===== src/rtl/mux_n_pipe.sv =====
`default_nettype none
// ============================================================================
// Module     : mux_n_pipe
// Description: N:1 WIDTH-bit select stage behind a valid/ready output register,
//              with sync flush and a delivered-beat counter.
//              Optional skid entry: define MUX_N_PIPE_SKID_EN.
// Revision   : 1.0 - initial release
// ============================================================================
module mux_n_pipe #(
  parameter int WIDTH = 32,
  parameter int N     = 4,
  parameter int CNTW  = 16,
  localparam int SELW = $clog2(N)
) (
  input  logic               clk,
  input  logic               rst_n,
  input  logic               flush,
  input  logic               in_valid,
  output logic               in_ready,
  input  logic [SELW-1:0]    in_sel,
  input  logic [N*WIDTH-1:0] in_data,
  output logic               out_valid,
  input  logic               out_ready,
  output logic [WIDTH-1:0]   out_data,
  output logic [SELW-1:0]    out_sel,
  output logic               out_err,
  output logic [CNTW-1:0]    beat_cnt
);

  localparam logic [1:0] c_st_empty = 2'd0;
  localparam logic [1:0] c_st_full  = 2'd1;

  logic [WIDTH-1:0] w_ch [N];
  logic [WIDTH-1:0] w_pick_data;
  logic             w_pick_err;
  logic             w_in_ready;
  logic             w_accept;
  logic             w_deliver;

  logic [1:0]       r_state;
  logic [WIDTH-1:0] r_out_data;
  logic [SELW-1:0]  r_out_sel;
  logic             r_out_err;
  logic [CNTW-1:0]  r_beat_cnt;

  generate
    for (genvar k = 0; k < N; k++) begin : g_ch
      assign w_ch[k] = in_data[k*WIDTH +: WIDTH];
    end
  endgenerate

  // Out-of-range selects produce zero data and raise the error flag.
  always_comb begin
    w_pick_data = '0;
    w_pick_err  = 1'b1;
    for (int k = 0; k < N; k++) begin
      if (in_sel == SELW'(k)) begin
        w_pick_data = w_ch[k];
        w_pick_err  = 1'b0;
      end
    end
  end

  assign w_accept  = in_valid && w_in_ready;
  assign w_deliver = (r_state != c_st_empty) && out_ready;

  assign in_ready  = w_in_ready;
  assign out_valid = (r_state != c_st_empty);
  assign out_data  = r_out_data;
  assign out_sel   = r_out_sel;
  assign out_err   = r_out_err;
  assign beat_cnt  = r_beat_cnt;

`ifdef MUX_N_PIPE_SKID_EN
  localparam logic [1:0] c_st_skid = 2'd2;

  logic [WIDTH-1:0] r_skid_data;
  logic [SELW-1:0]  r_skid_sel;
  logic             r_skid_err;

  // Ready depends only on state and flush, never on out_ready.
  assign w_in_ready = !flush && (r_state != c_st_skid);

  always_ff @(posedge clk or negedge rst_n) begin
    if (!rst_n) begin
      r_state     <= c_st_empty;
      r_out_data  <= '0;
      r_out_sel   <= '0;
      r_out_err   <= 1'b0;
      r_skid_data <= '0;
      r_skid_sel  <= '0;
      r_skid_err  <= 1'b0;
    end else if (flush) begin
      r_state     <= c_st_empty;
      r_out_data  <= '0;
      r_out_sel   <= '0;
      r_out_err   <= 1'b0;
      r_skid_data <= '0;
      r_skid_sel  <= '0;
      r_skid_err  <= 1'b0;
    end else begin
      case (r_state)
        c_st_empty: begin
          if (w_accept) begin
            r_out_data <= w_pick_data;
            r_out_sel  <= in_sel;
            r_out_err  <= w_pick_err;
            r_state    <= c_st_full;
          end
        end
        c_st_full: begin
          if (w_accept && w_deliver) begin
            r_out_data <= w_pick_data;
            r_out_sel  <= in_sel;
            r_out_err  <= w_pick_err;
          end else if (w_accept) begin
            r_skid_data <= w_pick_data;
            r_skid_sel  <= in_sel;
            r_skid_err  <= w_pick_err;
            r_state     <= c_st_skid;
          end else if (w_deliver) begin
            r_state <= c_st_empty;
          end
        end
        c_st_skid: begin
          if (w_deliver) begin
            r_out_data <= r_skid_data;
            r_out_sel  <= r_skid_sel;
            r_out_err  <= r_skid_err;
            r_state    <= c_st_full;
          end
        end
        default: r_state <= c_st_empty;
      endcase
    end
  end
`else
  // Stage may refill in the same cycle the held beat leaves.
  assign w_in_ready = !flush && ((r_state == c_st_empty) || out_ready);

  always_ff @(posedge clk or negedge rst_n) begin
    if (!rst_n) begin
      r_state    <= c_st_empty;
      r_out_data <= '0;
      r_out_sel  <= '0;
      r_out_err  <= 1'b0;
    end else if (flush) begin
      r_state    <= c_st_empty;
      r_out_data <= '0;
      r_out_sel  <= '0;
      r_out_err  <= 1'b0;
    end else if (w_accept) begin
      r_out_data <= w_pick_data;
      r_out_sel  <= in_sel;
      r_out_err  <= w_pick_err;
      r_state    <= c_st_full;
    end else if (w_deliver) begin
      r_state <= c_st_empty;
    end
  end
`endif

  // A deliver that coincides with flush still counts.
  always_ff @(posedge clk or negedge rst_n) begin
    if (!rst_n) begin
      r_beat_cnt <= '0;
    end else if (w_deliver) begin
      r_beat_cnt <= r_beat_cnt + CNTW'(1);
    end
  end

endmodule
`default_nettype wire


===== config.mk =====
export PLATFORM = sky130hd
export DESIGN_NAME = mux_n_pipe
export DESIGN_NICKNAME = d
export VERILOG_FILES = /design/src/rtl/mux_n_pipe.sv
export SDC_FILE = /design/constraint.sdc
export NUM_CORES = 1
export LEC_CHECK = 0
export ABC_CLOCK_PERIOD_IN_PS = 2000
export BUFFER_PORTS_ARGS = -buffer_cell sky130_fd_sc_hd__buf_4
export CORE_MARGIN = 5
export CORE_UTILIZATION = 43
export DETAILED_ROUTE_END_ITERATION = 6
export GPL_TIMING_DRIVEN = 0
export PLACE_DENSITY = 0.81
export SLEW_MARGIN = 20
export SYNTH_ARGS = -nofsm -noshare
export SYNTH_HDL_FRONTEND = slang
export SYNTH_SLANG_ARGS = --single-unit

===== constraint.sdc =====
create_clock -name clk -period 2 [get_ports clk]
set_clock_uncertainty 0.2 [all_clocks]
set_input_delay 0.2 -clock clk [delete_from_list [all_inputs] [get_ports clk]]
set_output_delay 0.2 -clock clk [all_outputs]
set_load 0.01 [all_outputs]

==> metrics.txt <==
outcome finished, final reports clean; Worst Tran Pin Value 0.634 ns; Hold EP beat_cnt[2]$_DFFE_PN0P_; layout cell share with drive strength beyond 1 approximately 54%; GP Congestion 0.831; Die ar. slightly below 9000 um^2; Seq/Total Area, Yosys 43.6%; first-pass GRT wire length 14400 um; synthesis-stage register bit count 52; CTS Buffer Depth 2; Root Buffer Master clkbuf_8; Core Area ~6800 um^2; post-place setup slack 0.224 ns; WP data required 1.96 ns; GRT Residual Overflow 0; worst skew pair latency 0.30 ns; Leakage 2.22 nW; Buf/Inv on CP 1; CP endpoint kind flip-flop; Ports around 190; power per cell area 602 nW/um^2; First-pass DRT Iterations 4; setup total negative slack 0 ns; final worst setup slack ~0.24 ns; met3 GRT Util 5.23%; global routing's busiest layer met2; drc violations 0; Worst VDD drop approximately 310 uV; IO Port Bufs 185; largest family of logic cells by synthesized area multiplexers; fillcell total 540; critical setup path kind reg -> reg; async set-reset flop share out of synthesis 100%; Syn Std Cell Area approximately 3000 um^2; Stages on worst setup path 4; site row count 30; footprint of the multi-input gates 1570 um^2; drt total wl 9020 um; Arr. time, crit path 1.72 ns; Yosys warnings 0; max-cap viol count 0; H-tree levels 2; Crit Path Max Fanout 10; final critical-path share of the clock period slightly below 90%; GRT met1 Usage 24.5%; synth unique cells 24; origin of the critical flop-to-flop path r_state[0]$_DFFE_PN0P_; starting density of the core roughly 44%; largest net degree at the start of global routing 53; FF+latch area 1300 um^2; Setup-failing EPs final 0; clk sinks between 50 and 60; vias in the first global route 2993; Area Growth Syn to Fin 55.1%; RSZ-0062 raised after global routing false; HPWL Detailed between 7000 and 8000 um; CTS buffer count 5; Die Ht 93.3 um; gr usage total 20.9%; maximum clock rate roughly 570 MHz; Synth Area in Compound Gates 5.70%; CP top delay family simple AND/OR/NAND/NOR gates; NumNets Final 582; HP Class in -> reg; Hold Crit Depth 3; Hold Vio Cnt, Final 0; DR vias/cell 5.09; crit-path cells nor2b_2, nor3b_4, clkbuf_1, o21ai_0; DRT antenna net count 0; critical path's slowest cell dfrtp_1; Slew headroom 57.7%; average wire per standard cell 16.6 um; n_diodes 0; CP Launch Type flip-flop; Simple-Gate Fraction of Synth Area 17.5%; r2r worst-path depth 4; FF-to-FF setup slack 0.24 ns; syn_area_per_cell around 12 um^2; Final min period 1.76 ns; cells after synthesis 251; Starting DRT DRC Count 53; Slew Limit Fails 0; beginning of the worst hold path out_ready; number of synthesized flops with an enable pin 0; Synth Net Count 387; mux share of post-synthesis cell area 24.5%; routed vias 2766; initial antenna violation count 0; reg-to-reg endpoint out_data[18]$_DFFE_PN0P_; Die X 93.3 um; Max stage delay on crit path about 0.41 ns; Worst-path clk slew around 0.08 ns; CTS tree built; synthesized-area fraction occupied by adder cells 0.419%; top_reg_cell synth dfrtp_1; xor and xnor area share after synthesis around 4.4%; grt met2 use about 38%
cell usage in the layout, fill, tap and decap left out:
| master | Yosys | routed |
|---|---|---|
| xnor2_1 | 11 | 11 |
| xor2_1 | 4 | 4 |
| ha_1 | 1 | 1 |
| dfrtp_1 | 52 | 52 |
| nor3_2 | 1 | 1 |
| and3_1 | 3 | 3 |
| buf_6 | 5 | 5 |
| nand4_1 | 3 | 3 |
| o21ai_1 | 10 | 10 |
| nor3b_4 | 1 | 1 |
| nand2_1 | 42 | 42 |
| o21ai_0 | 24 | 24 |
| buf_4 | 0 | 185 |
| buf_2 | 7 | 7 |
| clkbuf_8 | 0 | 5 |
| nor3_1 | 1 | 1 |
| nor4_4 | 1 | 1 |
| clkbuf_1 | 7 | 8 |
| and4_1 | 1 | 1 |
| nor2b_2 | 1 | 1 |
| bufinv_16 | 0 | 1 |
| nand3_1 | 3 | 3 |
| mux2_2 | 1 | 1 |
| nor3b_1 | 1 | 1 |
| clkinv_2 | 0 | 1 |
| mux4_2 | 32 | 32 |
| nand2b_1 | 34 | 34 |
| dlygate4sd3_1 | 0 | 3 |
| nor2_1 | 5 | 5 |
through the flow:
step                      area (um^2)  total power [W]  std cells  hold WS [ns]  utilization, %
after detailed placement         4500          0.00212        532        0.0726            66.2
after global placement           4500          0.00208        532        0.0654            66.2
after floorplan                  2990          0.00163        251        -0.296               -
after CTS                        4630          0.00282        543        0.0718            68.2
final                            4630          0.00279        543        0.0772            68.2
after global routing             4630          0.00292        543        0.0779            68.2
worst max-delay path by stage:
stage	start	end	slack, ns
final	r_state[0]$_DFFE_PN0P_	out_data[18]$_DFFE_PN0P_	0.24
after global routing	r_state[0]$_DFFE_PN0P_	out_data[18]$_DFFE_PN0P_	0.05
after CTS	r_state[0]$_DFFE_PN0P_	out_data[18]$_DFFE_PN0P_	0.20
after detailed placement	r_state[0]$_DFFE_PN0P_	out_data[18]$_DFFE_PN0P_	0.22
after global placement	r_state[0]$_DFFE_PN0P_	out_sel[1]$_DFFE_PN0P_	0.28
after floorplan	beat_cnt[0]$_DFFE_PN0P_	beat_cnt[10]$_DFFE_PN0P_	0.44
timing repair:
item	4_1_cts	5_1_grt
resized for setup	0	0
endpoints found under the setup margin	0	0
endpoints found under the hold margin	53	0
hold buffers	3	0
setup buffers	0	0
power by group:
group | total [W] | internal, W | switching [W]
logic | 0.000832 | 0.000498 | 0.000334
registers | 0.00126 | 0.00116 | 0.0000976
clock network | 0.000699 | 0.000372 | 0.000328
layer usage:
layer	routed length, um	share of wire, %	up-vias
li1	-	-	1283
met1	3380	37	1341
met2	4740	53	128
met3	744	8.2	14
met4	156	1.7	0
met5	0	0	-
layout make-up:
type	count	area share (%)
multi-input combinational	180	33.8
timing repair buffer	188	30.6
sequential	52	28.1
tap	96	2.59
buffer	19	2.54
clock buffer	6	1.57
clock inverter	2	0.756
cells by family after synthesis:
group | after synthesis
flip-flops | 52
adder cells (fa/ha/maj) | 1
XOR/XNOR | 15
buffers and inverters | 19
AND/OR/NAND/NOR | 97
multiplexers | 33
AO/OA/AOI/OAI | 34
state kept, by name, summed over array words and instances (netlist names):
signal and flops:
beat_cnt 16, out_data 32, r_state 1, out_err 1, out_sel 2
worst min-delay path: stages:
cell,delay [ns]
buf_4,0.12
nand3_1,0.14
xnor2_1,0.08
synthesized netlist by cell type (4+ instances only):
| master | count | area [um^2] |
|---|---|---|
| dfrtp_1 | 52 | 1300 |
| nand2_1 | 42 | 158 |
| nand2b_1 | 34 | 213 |
| mux4_2 | 32 | 721 |
| o21ai_0 | 24 | 120 |
| xnor2_1 | 11 | 96.3 |
| o21ai_1 | 10 | 50.1 |
| buf_2 | 7 | 35.0 |
| clkbuf_1 | 7 | 26.3 |
| buf_6 | 5 | 56.3 |
| nor2_1 | 5 | 18.8 |
| xor2_1 | 4 | 35.0 |
(Power assumes the default switching activity.)
